### config.mk
export PLATFORM = sky130hd
export DESIGN_NAME = cpeta_err_eval_ctrl
export DESIGN_NICKNAME = d
export VERILOG_FILES = /design/src/rtl/cpeta_eval_pkg.sv /design/src/rtl/cpeta.sv /design/src/rtl/cpeta_eval_lfsr.sv /design/src/rtl/cpeta_err_eval_ctrl.sv
export SDC_FILE = /design/constraint.sdc
export NUM_CORES = 1
export LEC_CHECK = 0
export CAP_MARGIN = 5
export CORE_MARGIN = 3
export CORE_UTILIZATION = 25
export DETAILED_ROUTE_END_ITERATION = 16
export GPL_TIMING_DRIVEN = 0
export MAX_ROUTING_LAYER = met4
export PLACE_DENSITY_LB_ADDON = 0.05
export SLEW_MARGIN = 15
export SYNTH_ARGS = -nofsm -noshare
export SYNTH_HDL_FRONTEND = slang
export SYNTH_SLANG_ARGS = --single-unit
export TNS_END_PERCENT = 20
### constraint.sdc
create_clock -name clk -period 4.5 [get_ports clk]
set_clock_uncertainty 0.05 [all_clocks]
set_input_delay 0.45 -clock clk [delete_from_list [all_inputs] [get_ports clk]]
set_output_delay 0.45 -clock clk [all_outputs]
set_load 0.1 [all_outputs]
### src/rtl/cpeta_eval_pkg.sv
// Shared definitions for the CPETA error-evaluation engine.
package cpeta_eval_pkg;

  typedef enum logic [1:0] {
    ST_IDLE  = 2'd0,
    ST_RUN   = 2'd1,
    ST_DRAIN = 2'd2,
    ST_DONE  = 2'd3
  } eval_state_t;

  localparam int          LFSR_W    = 32;
  localparam logic [31:0] LFSR_TAPS = 32'h8020_0003;
  localparam int          DRAIN_CYC = 2;
  localparam int          DRAIN_W   = 2;

endpackage

### src/rtl/cpeta.sv
// CPETA approximate adder: K-bit segments added independently, each segment's
// carry-in predicted as the generate of the top bit of the segment below.
module cpeta #(
  parameter int N = 16,
  parameter int K = 6
) (
  input  logic [N-1:0] A,
  input  logic [N-1:0] B,
  output logic [N-1:0] sum
);

  localparam int NSEG = (N + K - 1) / K;

  for (genvar g = 0; g < NSEG; g++) begin : g_seg
    localparam int LO = g * K;
    localparam int HI = ((g + 1) * K < N) ? (g + 1) * K - 1 : N - 1;
    localparam int W  = HI - LO + 1;

    logic w_cin;

    if (g == 0) begin : g_first
      assign w_cin = 1'b0;
    end else begin : g_pred
      assign w_cin = A[LO-1] & B[LO-1];
    end

    // Segment carry-out is dropped; only the prediction crosses segments.
    assign sum[HI:LO] = A[HI:LO] + B[HI:LO] + W'(w_cin);
  end

endmodule

### src/rtl/cpeta_eval_lfsr.sv
// 32-bit right-shift Galois LFSR with seed load; a zero seed is forced to 1
// so the generator can never lock up in the all-zero state.
module cpeta_eval_lfsr
  import cpeta_eval_pkg::*;
(
  input  logic              clk,
  input  logic              rst,
  input  logic              i_load,
  input  logic [LFSR_W-1:0] i_seed,
  input  logic              i_adv,
  output logic [LFSR_W-1:0] o_q
);

  logic [LFSR_W-1:0] r_lfsr;
  logic [LFSR_W-1:0] w_next;

  assign w_next = {1'b0, r_lfsr[LFSR_W-1:1]} ^ (r_lfsr[0] ? LFSR_TAPS : '0);

  always_ff @(posedge clk) begin
    if (rst) begin
      r_lfsr <= LFSR_W'(1);
    end else if (i_load) begin
      r_lfsr <= (i_seed == '0) ? LFSR_W'(1) : i_seed;
    end else if (i_adv) begin
      r_lfsr <= w_next;
    end
  end

  assign o_q = r_lfsr;

endmodule

### src/rtl/cpeta_err_eval_ctrl.sv
// Streams LFSR operand pairs through CPETA and an exact adder and accumulates
// error count, saturating total error distance and maximum error distance.
module cpeta_err_eval_ctrl
  import cpeta_eval_pkg::*;
#(
  parameter int N     = 16,
  parameter int K     = 6,
  parameter int CNT_W = 32,
  parameter int ACC_W = 48
) (
  input  logic             clk,
  input  logic             rst,
  input  logic             start,
  input  logic [CNT_W-1:0] num_samples,
  input  logic [31:0]      seed,
  output logic             busy,
  output logic             done,
  output logic [CNT_W-1:0] err_count,
  output logic [ACC_W-1:0] sum_ed,
  output logic [N-1:0]     max_ed
);

  eval_state_t        r_state;
  logic               r_busy;
  logic               r_done;
  logic [CNT_W-1:0]   r_remain;
  logic [DRAIN_W-1:0] r_drain;

  logic               w_accept;
  logic               w_issue;
  logic [LFSR_W-1:0]  w_lfsr;

  assign w_accept = (r_state == ST_IDLE) && start;
  assign w_issue  = (r_state == ST_RUN);

  always_ff @(posedge clk) begin
    if (rst) begin
      r_state  <= ST_IDLE;
      r_busy   <= 1'b0;
      r_done   <= 1'b0;
      r_remain <= '0;
      r_drain  <= '0;
    end else begin
      r_done <= 1'b0;
      case (r_state)
        ST_IDLE: begin
          if (start) begin
            r_remain <= num_samples;
            if (num_samples == '0) begin
              r_state <= ST_DONE;
              r_done  <= 1'b1;
            end else begin
              r_state <= ST_RUN;
              r_busy  <= 1'b1;
            end
          end
        end
        ST_RUN: begin
          r_remain <= r_remain - 1'b1;
          if (r_remain == CNT_W'(1)) begin
            r_state <= ST_DRAIN;
            r_drain <= DRAIN_W'(DRAIN_CYC - 1);
          end
        end
        ST_DRAIN: begin
          if (r_drain == '0) begin
            r_state <= ST_DONE;
            r_busy  <= 1'b0;
            r_done  <= 1'b1;
          end else begin
            r_drain <= r_drain - 1'b1;
          end
        end
        default: begin
          r_state <= ST_IDLE;
        end
      endcase
    end
  end

  cpeta_eval_lfsr u_lfsr (
    .clk    (clk),
    .rst    (rst),
    .i_load (w_accept),
    .i_seed (seed),
    .i_adv  (w_issue),
    .o_q    (w_lfsr)
  );

  logic         r_v0, r_v1;
  logic [N-1:0] r_x, r_y, r_s, r_e;
  logic [N-1:0] w_s_apx;
  logic [N-1:0] w_s_exact;
  logic [N-1:0] w_ed;

  cpeta #(.N(N), .K(K)) u_cpeta (
    .A   (r_x),
    .B   (r_y),
    .sum (w_s_apx)
  );

  assign w_s_exact = r_x + r_y;

  always_ff @(posedge clk) begin
    if (rst) begin
      r_v0 <= 1'b0;
      r_v1 <= 1'b0;
    end else begin
      r_v0 <= w_issue;
      r_v1 <= r_v0;
    end
  end

  always_ff @(posedge clk) begin
    if (w_issue) begin
      r_x <= w_lfsr[16+N-1:16];
      r_y <= w_lfsr[N-1:0];
    end
    if (r_v0) begin
      r_s <= w_s_apx;
      r_e <= w_s_exact;
    end
  end

  assign w_ed = (r_s >= r_e) ? (r_s - r_e) : (r_e - r_s);

  logic [CNT_W-1:0] r_err_count;
  logic [ACC_W-1:0] r_sum_ed;
  logic [N-1:0]     r_max_ed;
  logic [ACC_W:0]   w_sum_wide;

  // One extra bit catches overflow so the total pins at all-ones.
  assign w_sum_wide = {1'b0, r_sum_ed} + (ACC_W+1)'(w_ed);

  always_ff @(posedge clk) begin
    if (rst || w_accept) begin
      r_err_count <= '0;
      r_sum_ed    <= '0;
      r_max_ed    <= '0;
    end else if (r_v1) begin
      if (w_ed != '0) begin
        r_err_count <= r_err_count + 1'b1;
      end
      r_sum_ed <= w_sum_wide[ACC_W] ? '1 : w_sum_wide[ACC_W-1:0];
      if (w_ed > r_max_ed) begin
        r_max_ed <= w_ed;
      end
    end
  end

  assign busy      = r_busy;
  assign done      = r_done;
  assign err_count = r_err_count;
  assign sum_ed    = r_sum_ed;
  assign max_ed    = r_max_ed;

endmodule
==> summary.md, run 1 <==
| Metric | Value |
|---|---|
| Synth top area share | 26.68% |
| R2R setup slack | between 0.15 and 0.2 ns |
| R2R depth | 20 |
| Crit path DAT | 4.74 ns |
| CP delay by family, top | compound AO/OA/AOI/OAI gates |
| Hold Startpoint | u_lfsr.o_q[28] |
| Hold Path Stages | 0 |
| Most frequent CP cell | buf_4 |
| Critical-path top delay cell | edfxtp_1 |
| Initial antenna violation count | 0 |
| Fill cells | 5054 |
| Top_reg_cell synth | dfxtp_1 |
| Total core area | 47850 um^2 |
| Die area | 51300 um^2 |
| Slew @ Worst Pin | 1.060 ns |
| Most common cell after layout, fill and taps aside | dfxtp_1 |
| CP endpoint kind | register |
| Drt first pass iters | 5 |
| H-tree lvl count | 1 |
| FMAX | ~0.23 GHz |
| Most frequent cells in the layout | dfxtp_1, clkdlybuf4s50_1, nor2_1 |
| Placed insts | 2183 |
| Overflow after GRT | 0 |
| CTS Buf Count | 28 |
| Crit path buf inv count | 5 |
| Setup crit start kind | register |
| Placement Setup Slack | -1.340 ns |
| WHS Endpoint | r_x[12] |
| Max incr delay on CP | approximately 0.43 ns |
| Clock sinks | 214 |
| Worst-path cell chain | ha_4 > fa_2 > a21oi_4 > nor2_1 > a221oi_2 > buf_4 > buf_4 > buf_4 > a21oi_1 > a211oi_4 > buf_4 > ha_1 > a21boi_2 > o21ai_2 > a21oi_4 > o21bai_4 > buf_4 > a211o_4 > a21oi_1 > a31o_2 |
| Layout cells sized above 1 | between 10% and 20% |
| Vias per inst | 5.015 |
| PortBufs | ~160 |
| TritonCTS clock tree | done |
| Vias in the first global route | 11334 |
| Tmin final | 4.334 ns |
| Max_cap viols | 0 |
| CP Class | register to register |
| Top post-synthesis cells by area | dfxtp_1, edfxtp_1, ha_1 |
| Synth warn | 0 |
| Area grow syn2layout | 32.81% |
| Max Root-Sink Buffers | 3 |
| Post-synthesis sequential area ratio | 39.53% |
| FF-to-FF Start | r_s[6] |
| Starting density of the core | between 20% and 30% |
| Critical Path Source | r_s[6] |
| Clock Tree Root | clkbuf_16 |
| Total power | 10430 uW |
| Die Width | 226.5 um |
| Wirelength, routed | between 40000 and 50000 um |
| Initial DRC count | 490 |
| Status | complete, no violations |
| Diode count | 0 |
| Worst hold path class | register to register |
| Post-layout util | 33.74% |
| Distinct cells, synth | 77 |
| Worst setup margin | 0.1659 ns |
| Worst-Skew Late Latency | between 0.5 and 0.6 ns |
| Post-detail-place hpwl | 31620 um |
| Slew margin rel. | 29.12% |
| VDD IR max | about 300 uV |
| Wire length per cell | 18.79 um |
| GRT Util Overall | 16.82% |
| Slew Limit Fails | 0 |
| Top Ports | 165 |
| Routed Antenna Nets | 0 |
| Die height | 226.5 um |
| Worst path required time | 4.91 ns |
| Final hold violations | 0 |
| Via Count | 11354 |
| Worst flop-to-flop path endpoint | sum_ed[43] |
| Leakage | around 0.0057 uW |
| CP max FO | 10 |
| Clk slew on worst S/H paths | about 0.060 ns |
| RSZ-0062 raised after global routing | true |
| Mean Syn Cell Area | 8.658 um^2 |
| First-pass GRT wire length | between 60000 and 70000 um |
| Dominant cell type by area after synthesis | dfxtp_1 |
| #FFs+latches synth | 214 |
| Largest net degree at the start of global routing | 22 |
| Hold WS | 0.4157 ns |
| GPL Wtd Cong | 0.8245 |
| Final cell count without fillers | 2264 |
| Remaining DRCs | 0 |
| Power per Cell Area | between 600 and 700 nW/um^2 |
| Syn Inst Count | 1404 |
| Asr flop ratio synth | 0% |
| FP Rows | 80 |
| Number of synthesized flops with an enable pin | 52 |
| Nets | approximately 1800 |
| Final period util | between 90% and 100% |
| Final setup fails | 0 |
| Synth Cell Area | 12160 um^2 |
## where the power goes
part           leakage [uW]  internal (uW)  total [uW]  switching, uW
combinational       0.00340           2060        5340           3280
sequential          0.00181           2500        2820            327
clock              0.000458           1370        2270            901
total               0.00567           5930       10400           4510
## cells by family after synthesis
family / count (synthesis) / share of synthesized area [%]
xor gates and xnor gates: 39 / 2.810
muxes: 38 / 3.129
other: 1 / 0.03085
and+or+nand+nor: 470 / 19.68
adders and majority gates: 68 / 7.432
DFF: 214 / 39.53
buffers and inverters: 159 / 5.322
AOI/OAI and AO/OA: 415 / 22.07
## metrics by stage
step                      setup TNS, ns  instance area (um^2)
after CTS                             0                 15980
after global routing            -0.1441                 16140
final                                 0                 16140
after floorplan                       0                 12170
after global placement           -68.79                 14530
after detailed placement         -66.86                 14560
## how the worst max path moves through the flow
stage | to | slack, ns | depth (start not counted)
after floorplan | sum_ed[17] | 0.03 | 19
after global placement | max_ed[14] | -1.39 | 19
after detailed placement | sum_ed[39] | -1.34 | 17
after CTS | sum_ed[23] | 0.002 | 19
after global routing | sum_ed[35] | -0.03 | 21
final | sum_ed[43] | 0.17 | 20
## layout make-up
class	count	area [um^2]	share of cell area, %
multi-input combinational	1036	7098	43.97
tap	615	769.5	4.766
clock inverter	14	165.2	1.023
inverter	76	285.3	1.767
timing repair buffer	190	1852	11.47
sequential	214	4805	29.76
buffer	81	401.6	2.488
clock buffer	38	768.2	4.759
## registers in the layout, indices dropped and copies added, names as in the netlist
register / cells
err_count: 32
r_drain: 2
r_v1: 1
done: 1
u_lfsr.o_q: 32
r_s: 10
r_e: 10
busy: 1
r_state: 2
r_x: 16
max_ed: 10
r_y: 16
r_v0: 1
sum_ed: 48
r_remain: 32
## timing repair
action / in CTS / in global routing
hold buffers: 0 / 0
pin swaps: 16 / 10
setup endpoints to repair: 70 / 75
setup buffers: 24 / 6
gates resized for setup: 70 / 34
gates cloned: 1 / 0
## routing by layer
metal | vias up | GRT usage, % | share of wire (%)
li1 | 5668 | - | -
met1 | 5403 | 21.32 | 45
met2 | 229 | 28.88 | 49
met3 | 54 | 1.916 | 3.3
met4 | 0 | 3.748 | 2.1
met5 | - | - | 0
## synth_stat cells (19+ instances only)
cell      instances
a31oi_1          30
o21ai_0          67
nand3_1          30
nor4_1           31
nand2_1          91
clkbuf_1         57
nor2_1          141
or3_1            19
dfxtp_1         162
ha_1             61
a21oi_1         118
edfxtp_1         52
nor3_1           42
inv_1            75
xnor2_1          30
nand4_1          23
a211oi_1         74
mux2i_1          38
Note: power is estimated with default switching activity, not from simulation.
==> run 2: changes to the inputs <==
--- a/config.mk
+++ b/config.mk
@@ -12,6 +12,7 @@
 export GPL_TIMING_DRIVEN = 0
 export MAX_ROUTING_LAYER = met4
 export PLACE_DENSITY_LB_ADDON = 0.05
+export SKIP_LAST_GASP = 1
 export SLEW_MARGIN = 15
 export SYNTH_ARGS = -nofsm -noshare
 export SYNTH_HDL_FRONTEND = slang
==> run 2 against run 1 <==
Compared with the run above: clock power about the same; final cell count down 0.13%; sequential share of layout area about the same; largest power group unchanged; combinational power about the same; global-route usage about the same; worst setup slack better by 0.0040 ns; first-iteration DRC count down 9.8%; register-to-register slack about the same; die area unchanged.
==> summary.md, run 2 (synthesized netlist as in run 1, its figures left out) <==
| Metric | Value |
|---|---|
| Via Count | 11321 |
| Area grow syn2layout | 32.78% |
| FF-to-FF Start | r_s[6] |
| Hold Path Stages | 0 |
| Setup crit start kind | register |
| Placed insts | 2183 |
| R2R depth | 20 |
| Critical Path Source | r_s[6] |
| Worst-Skew Late Latency | between 0.5 and 0.6 ns |
| Wirelength, routed | 42520 um |
| Top Ports | approximately 170 |
| RSZ-0062 raised after global routing | true |
| Slew margin rel. | 29.01% |
| Finished Cell Area | roughly 16000 um^2 |
| Max Root-Sink Buffers | 3 |
| Max_cap viols | 0 |
| CP Class | register to register |
| FMAX | 0.2309 GHz |
| Worst setup margin | about 0.17 ns |
| CP max FO | 10 |
| Clock Tree Root | clkbuf_16 |
| Status | complete, no violations |
| Hold Startpoint | u_lfsr.o_q[28] |
| Remaining DRCs | 0 |
| Fill cells | 5049 |
| TritonCTS clock tree | done |
| Vias in the first global route | 11333 |
| Initial DRC count | ~440 |
| Vias per inst | 5.007 |
| Most frequent CP cell | o21ai_2 |
| Final hold violations | 0 |
| Power per Cell Area | between 600 and 700 nW/um^2 |
| Max incr delay on CP | 0.43 ns |
| Overflow after GRT | 0 |
| Drt first pass iters | 5 |
| GRT Util Overall | 16.81% |
| Leakage | 0.005656 uW |
| PortBufs | ~160 |
| First-pass GRT wire length | 65960 um |
| Slew Limit Fails | 0 |
| Routed Antenna Nets | 0 |
| Cell area after placement | 14560 um^2 |
| Die area | around 51000 um^2 |
| CTS Buf Count | 28 |
| Final period util | about 96% |
| VDD IR max | 300.0 uV |
| Starting density of the core | between 20% and 30% |
| Initial antenna violation count | 0 |
| Worst flop-to-flop path endpoint | sum_ed[43] |
| Die height | 226.5 um |
| Largest net degree at the start of global routing | 22 |
| Clk slew on worst S/H paths | ~0.06 ns |
| Critical-path top delay cell | edfxtp_1 |
| Worst-path cell chain | ha_4 > fa_2 > a21oi_4 > nor2_2 > a221o_1 > buf_6 > o21ai_2 > and2_4 > inv_1 > fa_1 > nor2b_1 > o21ai_2 > a21boi_2 > o21ai_2 > a21oi_4 > o21bai_4 > buf_4 > a211o_4 > a21oi_1 > a31o_2 |
| Final cell count without fillers | 2261 |
| Most common cell after layout, fill and taps aside | dfxtp_1 |
| Diode count | 0 |
| Total core area | 47850 um^2 |
| Wire length per cell | 18.81 um |
| R2R setup slack | around 0.17 ns |
| H-tree lvl count | 1 |
| Placement Setup Slack | -1.340 ns |
| Clock sinks | 214 |
| Post-detail-place hpwl | 31620 um |
| Tmin final | around 4.3 ns |
| Layout cells sized above 1 | 10.15% |
| Die Width | 226.5 um |
| Worst hold path class | register to register |
| WHS Endpoint | r_x[12] |
| Worst path required time | a little under 5 ns |
| Nets | 1759 |
| CP endpoint kind | register |
| Max FFs per register | 48 |
| GPL Wtd Cong | 0.8245 |
| Most frequent cells in the layout | dfxtp_1, clkdlybuf4s50_1, nor2_1 |
| FP Rows | 80 |
| Final setup fails | 0 |
| Crit path DAT | 4.79 ns |
| Slew @ Worst Pin | around 1.1 ns |
[run 2: worst max-delay path, delay by kind of cell (launching register included)]
family,cells,cell delay [ns]
buf+inv,3,0.38
simple gates,3,0.44
flops,1,0.43
compound gates,11,2.01
fa+ha+maj,3,0.98
[run 2: worst max path at each step]
stage / endpoint / slack (ns) / cells past startpoint
floorplan: sum_ed[17] / 0.03 / 19
global placement: max_ed[14] / -1.39 / 19
detailed placement: sum_ed[39] / -1.34 / 17
finish: sum_ed[43] / 0.17 / 20
CTS: sum_ed[38] / -0.002 / 20
global route: err_count[17] / -0.03 / 14
[run 2: area by class of cell]
cell class | count | area [um^2] | share of cell area (%)
Buffer | 81 | 404.1 | 2.504
Tap cell | 615 | 769.5 | 4.767
Multi-Input combinational cell | 1036 | 7114 | 44.08
Timing Repair Buffer | 187 | 1829 | 11.33
Sequential cell | 214 | 4805 | 29.77
Clock inverter | 14 | 165.2 | 1.023
Inverter | 76 | 285.3 | 1.767
Clock buffer | 38 | 768.2 | 4.760
[run 2: timing repair]
item                                    in CTS  in global routing
setup buffers                               24                  3
endpoints found under the setup margin      70                 75
gates cloned                                 1                  0
pin swaps                                   16                 12
gates resized for setup                     69                 40
hold buffers                                 0                  0
hold endpoints to repair                     0                  0
[run 2: through the flow]
step | util [%] | hold WS [ns] | TNS (ns) | total power [uW]
2_1_floorplan | - | 0.3792 | 0 | 6132
3_3_place_gp | 30.36 | 0.4012 | -68.79 | 7555
3_5_place_dp | 30.42 | 0.3948 | -66.86 | 7568
4_1_cts | 33.39 | 0.4116 | -0.002233 | 10430
5_1_grt | 33.73 | 0.4241 | -0.1749 | 11260
6_report | 33.73 | 0.4157 | 0 | 10450
[run 2: layer usage]
layer  track usage, %  share of wire (%)  up-vias
met5                -                  0        -
met4            3.748                2.2        0
met3            1.916                3.6       59
met2            28.86                 49      241
met1            21.32                 45     5377
li1                 -                  -     5644
[run 2: report_power, final]
part / switching, uW / internal [uW]
Combinational: 3270 / 2080
Sequential: 329 / 2500
Clock: 901 / 1370
Total: 4510 / 5940
==> run 3: changes to the inputs <==
--- a/config.mk
+++ b/config.mk
@@ -16,5 +16,6 @@
 export SLEW_MARGIN = 15
 export SYNTH_ARGS = -nofsm -noshare
 export SYNTH_HDL_FRONTEND = slang
+export SYNTH_HIERARCHICAL = 1
 export SYNTH_SLANG_ARGS = --single-unit
 export TNS_END_PERCENT = 20
==> run 3 against run 2 <==
Compared with the run above: the run now ends with negative setup slack left; final cell count increased by 17%; final area rose by 18%; synthesized area rose by 16%; die area up 16%; register-to-register slack lost 0.31 ns; synthesized cell count grew 16%; wire length increased by 11%; first-iteration DRC count increased by 37%; non-clock buffer count increased by 28; count of clock-buffer cells in the layout rose by 17; via count rose by 13%; worst hold slack worse by 0.0071 ns.
==> summary.md, run 3 <==
| Metric | Value |
|---|---|
| Status | finished with violations |
| Failing checks | negative setup slack |
| Asr flop ratio synth | 0% |
| Final setup fails | 31 |
| Initial DRC count | 605 |
| Worst-path cell chain | inv_1 > ha_1 > buf_6 > and4_1 > buf_6 > a211o_1 > nor2_4 > buf_8 > nand2_2 > nand2_4 > inv_2 > fa_2 > nor2b_4 > o21a_1 > o21ai_2 > a21oi_2 > o2111ai_2 > and3_4 > or4_4 > nand2_4 > clkbuf_16 > nand4_1 > mux2i_1 > nor2_1 |
| Max FFs per register | 48 |
| H-tree lvl count | 2 |
| Vias in the first global route | 13044 |
| Power per Cell Area | 770.5 nW/um^2 |
| Worst-Skew Late Latency | 0.54 ns |
| TritonCTS clock tree | done |
| Number of synthesized flops with an enable pin | 64 |
| Clock Tree Root | clkbuf_16 |
| FMAX | around 0.22 GHz |
| Distinct cells, synth | 77 |
| Remaining DRCs | 0 |
| Max incr delay on CP | 0.52 ns |
| Overflow after GRT | 0 |
| Post-detail-place hpwl | 35500 um |
| Worst setup margin | -0.1436 ns |
| Setup crit start kind | register |
| Layout cells sized above 1 | between 10% and 20% |
| Slew margin rel. | 29.29% |
| Most frequent cell after synthesis | nor2_1 |
| CP max FO | 8 |
| Max Root-Sink Buffers | 3 |
| Syn_nets | 1802 |
| Top Ports | 165 |
| First-pass GRT wire length | 74310 um |
| Routed wl met2 | about 22000 um |
| Cell area after placement | 16780 um^2 |
| Top_reg_cell synth | dfxtp_1 |
| Most common cell after layout, fill and taps aside | nor2_1 |
| Max_cap viols | 0 |
| Top post-synthesis cells by area | dfxtp_1, edfxtp_1, ha_1 |
| Dominant cell type by area after synthesis | dfxtp_1 |
| Tmin final | roughly 4.6 ns |
| Routed Antenna Nets | 0 |
| Initial antenna violation count | 0 |
| Post-layout util | between 30% and 40% |
| CP endpoint kind | register |
| #FFs+latches synth | approximately 230 |
| Clk slew on worst S/H paths | about 0.060 ns |
| Leakage | between 0.007 and 0.008 uW |
| Area grow syn2layout | 34.56% |
| Critical-path top delay cell | or4_4 |
| Starting density of the core | 25.46% |
| Finished Cell Area | around 19000 um^2 |
| Largest net degree at the start of global routing | 34 |
| Post-synthesis sequential area ratio | 37.46% |
| VDD IR max | 256.0 uV |
| GRT Util Overall | 16.10% |
| RSZ-0062 raised after global routing | true |
| Met3 Wirelength | 1756 um |
| Drt first pass iters | 5 |
| Top Metal Used | met4 |
| DRT met1 WL | about 22000 um |
| FP Rows | 86 |
| Slew Limit Fails | 0 |
| Synth top area share | 23.84% |
| Clock sinks | 232 |
| Wire length per cell | 17.86 um |
| Final period util | 103.2% |
| Slew @ Worst Pin | 1.057 ns |
| Mean Syn Cell Area | roughly 8.7 um^2 |
| Synth warn | 6 |
| Most frequent cells after synthesis | nor2_1, dfxtp_1, a21oi_1 |
| PortBufs | 164 |
| Final hold violations | 0 |
| GPL Wtd Cong | about 0.82 |
| Die height | 243.6 um |
| Die Width | ~240 um |
| Most frequent cells in the layout | nor2_1, dfxtp_1, clkdlybuf4s50_1 |
| Nets | 2053 |
| Wirelength, routed | 47340 um |
| Crit path DAT | 4.98 ns |
| Worst hold path class | register to register |
| CTS Hold Bufs | 0 |
| Synth Cell Area | 14110 um^2 |
| CTS Buf Count | 34 |
| Total core area | between 50000 and 60000 um^2 |
| Vias per inst | approximately 4.8 |
| Die area | 59320 um^2 |
| Worst path required time | 4.84 ns |
| CP Class | register to register |
| Syn Inst Count | 1627 |
| Via Count | 12804 |
| Diode count | 0 |
-- run 3: cell types whose count changed after synthesis, sizes merged, moves of 20 or more --
| cell | change |
|---|---|
| inv | +31 |
| ha | +38 |
| xnor2 | +20 |
| a21oi | +47 |
| a211oi | -26 |
| nor2 | +37 |
-- run 3: critical path: cells and delay by family, from the launching register on --
kind            cells  cell delay, ns
compound gates      5            0.88
fa+ha+maj           2            0.64
buf+inv             6            0.70
flops               1            0.40
mux                 1            0.19
simple gates       10            1.61
-- run 3: area by class of cell --
| cell class | count | area (um^2) |
|---|---|---|
| inverter | 106 | 397.9 |
| buffer | 76 | 503.0 |
| tap | 748 | 935.9 |
| fill | 5720 | 36430 |
| clock inverter | 5 | 47.55 |
| clock buffer | 55 | 1041 |
| multi-input combinational | 1208 | 8640 |
| timing repair buffer | 220 | 2132 |
| sequential | 232 | 5286 |
-- run 3: cells by family (layout without fill, tap and decap cells) --
kind of cell / Yosys count / after routing / share of synthesized area (%)
AOI/OAI and AO/OA: 459 / 459 / 20.90
xor gates and xnor gates: 70 / 70 / 4.346
adders and majority gates: 108 / 108 / 10.06
buffers and inverters: 187 / 462 / 5.694
DFF: 232 / 232 / 37.46
muxes: 41 / 41 / 2.909
and+or+nand+nor: 530 / 530 / 18.63
-- run 3: routing by layer --
metal  global-route usage, %  vias up
li1                        -     6460
met4                   4.839        0
met3                   2.531       70
met1                   20.39     6020
met5                       -        -
met2                   26.51      254
-- run 3: power breakdown --
| group | total, uW | switching (uW) | internal [uW] |
|---|---|---|---|
| registers | 3260 | 449 | 2810 |
| logic | 8770 | 5080 | 3690 |
| clock network | 2600 | 1010 | 1590 |
| total | 14600 | 6550 | 8080 |
-- run 3: repair_timing --
action | in CTS | in global routing
buffers inserted | 34 | 18
cloned | 2 | 1
pin swaps | 25 | 45
endpoints found under the setup margin | 77 | 77
resized for setup | 82 | 72
-- run 3: final timing paths --
check / start / to / slack [ns] / depth (start not counted)
max: r_s[14] / sum_ed[30] / -0.14 / 24
min: u_lfsr/o_q[5] / r_y[5] / 0.41 / 0
max reg2reg: r_s[14] / sum_ed[30] / -0.14 / 24
min reg2reg: u_lfsr/o_q[5] / r_y[5] / 0.41 / 0
-- run 3: per-stage QoR --
| step | total power [uW] | hold slack [ns] | setup WS (ns) | setup TNS [ns] | cells |
|---|---|---|---|---|---|
| after floorplan | 8674 | 0.3792 | 0.0001896 | 0 | 1627 |
| after global placement | 10770 | 0.3961 | -1.262 | -60.62 | 2539 |
| after detailed placement | 10800 | 0.4002 | -1.182 | -56.73 | 2540 |
| after CTS | 14190 | 0.4012 | -0.1143 | -2.565 | 2631 |
| after global routing | 15870 | 0.4230 | -0.3828 | -15.63 | 2650 |
| final | 14630 | 0.4086 | -0.1436 | -2.542 | 2650 |
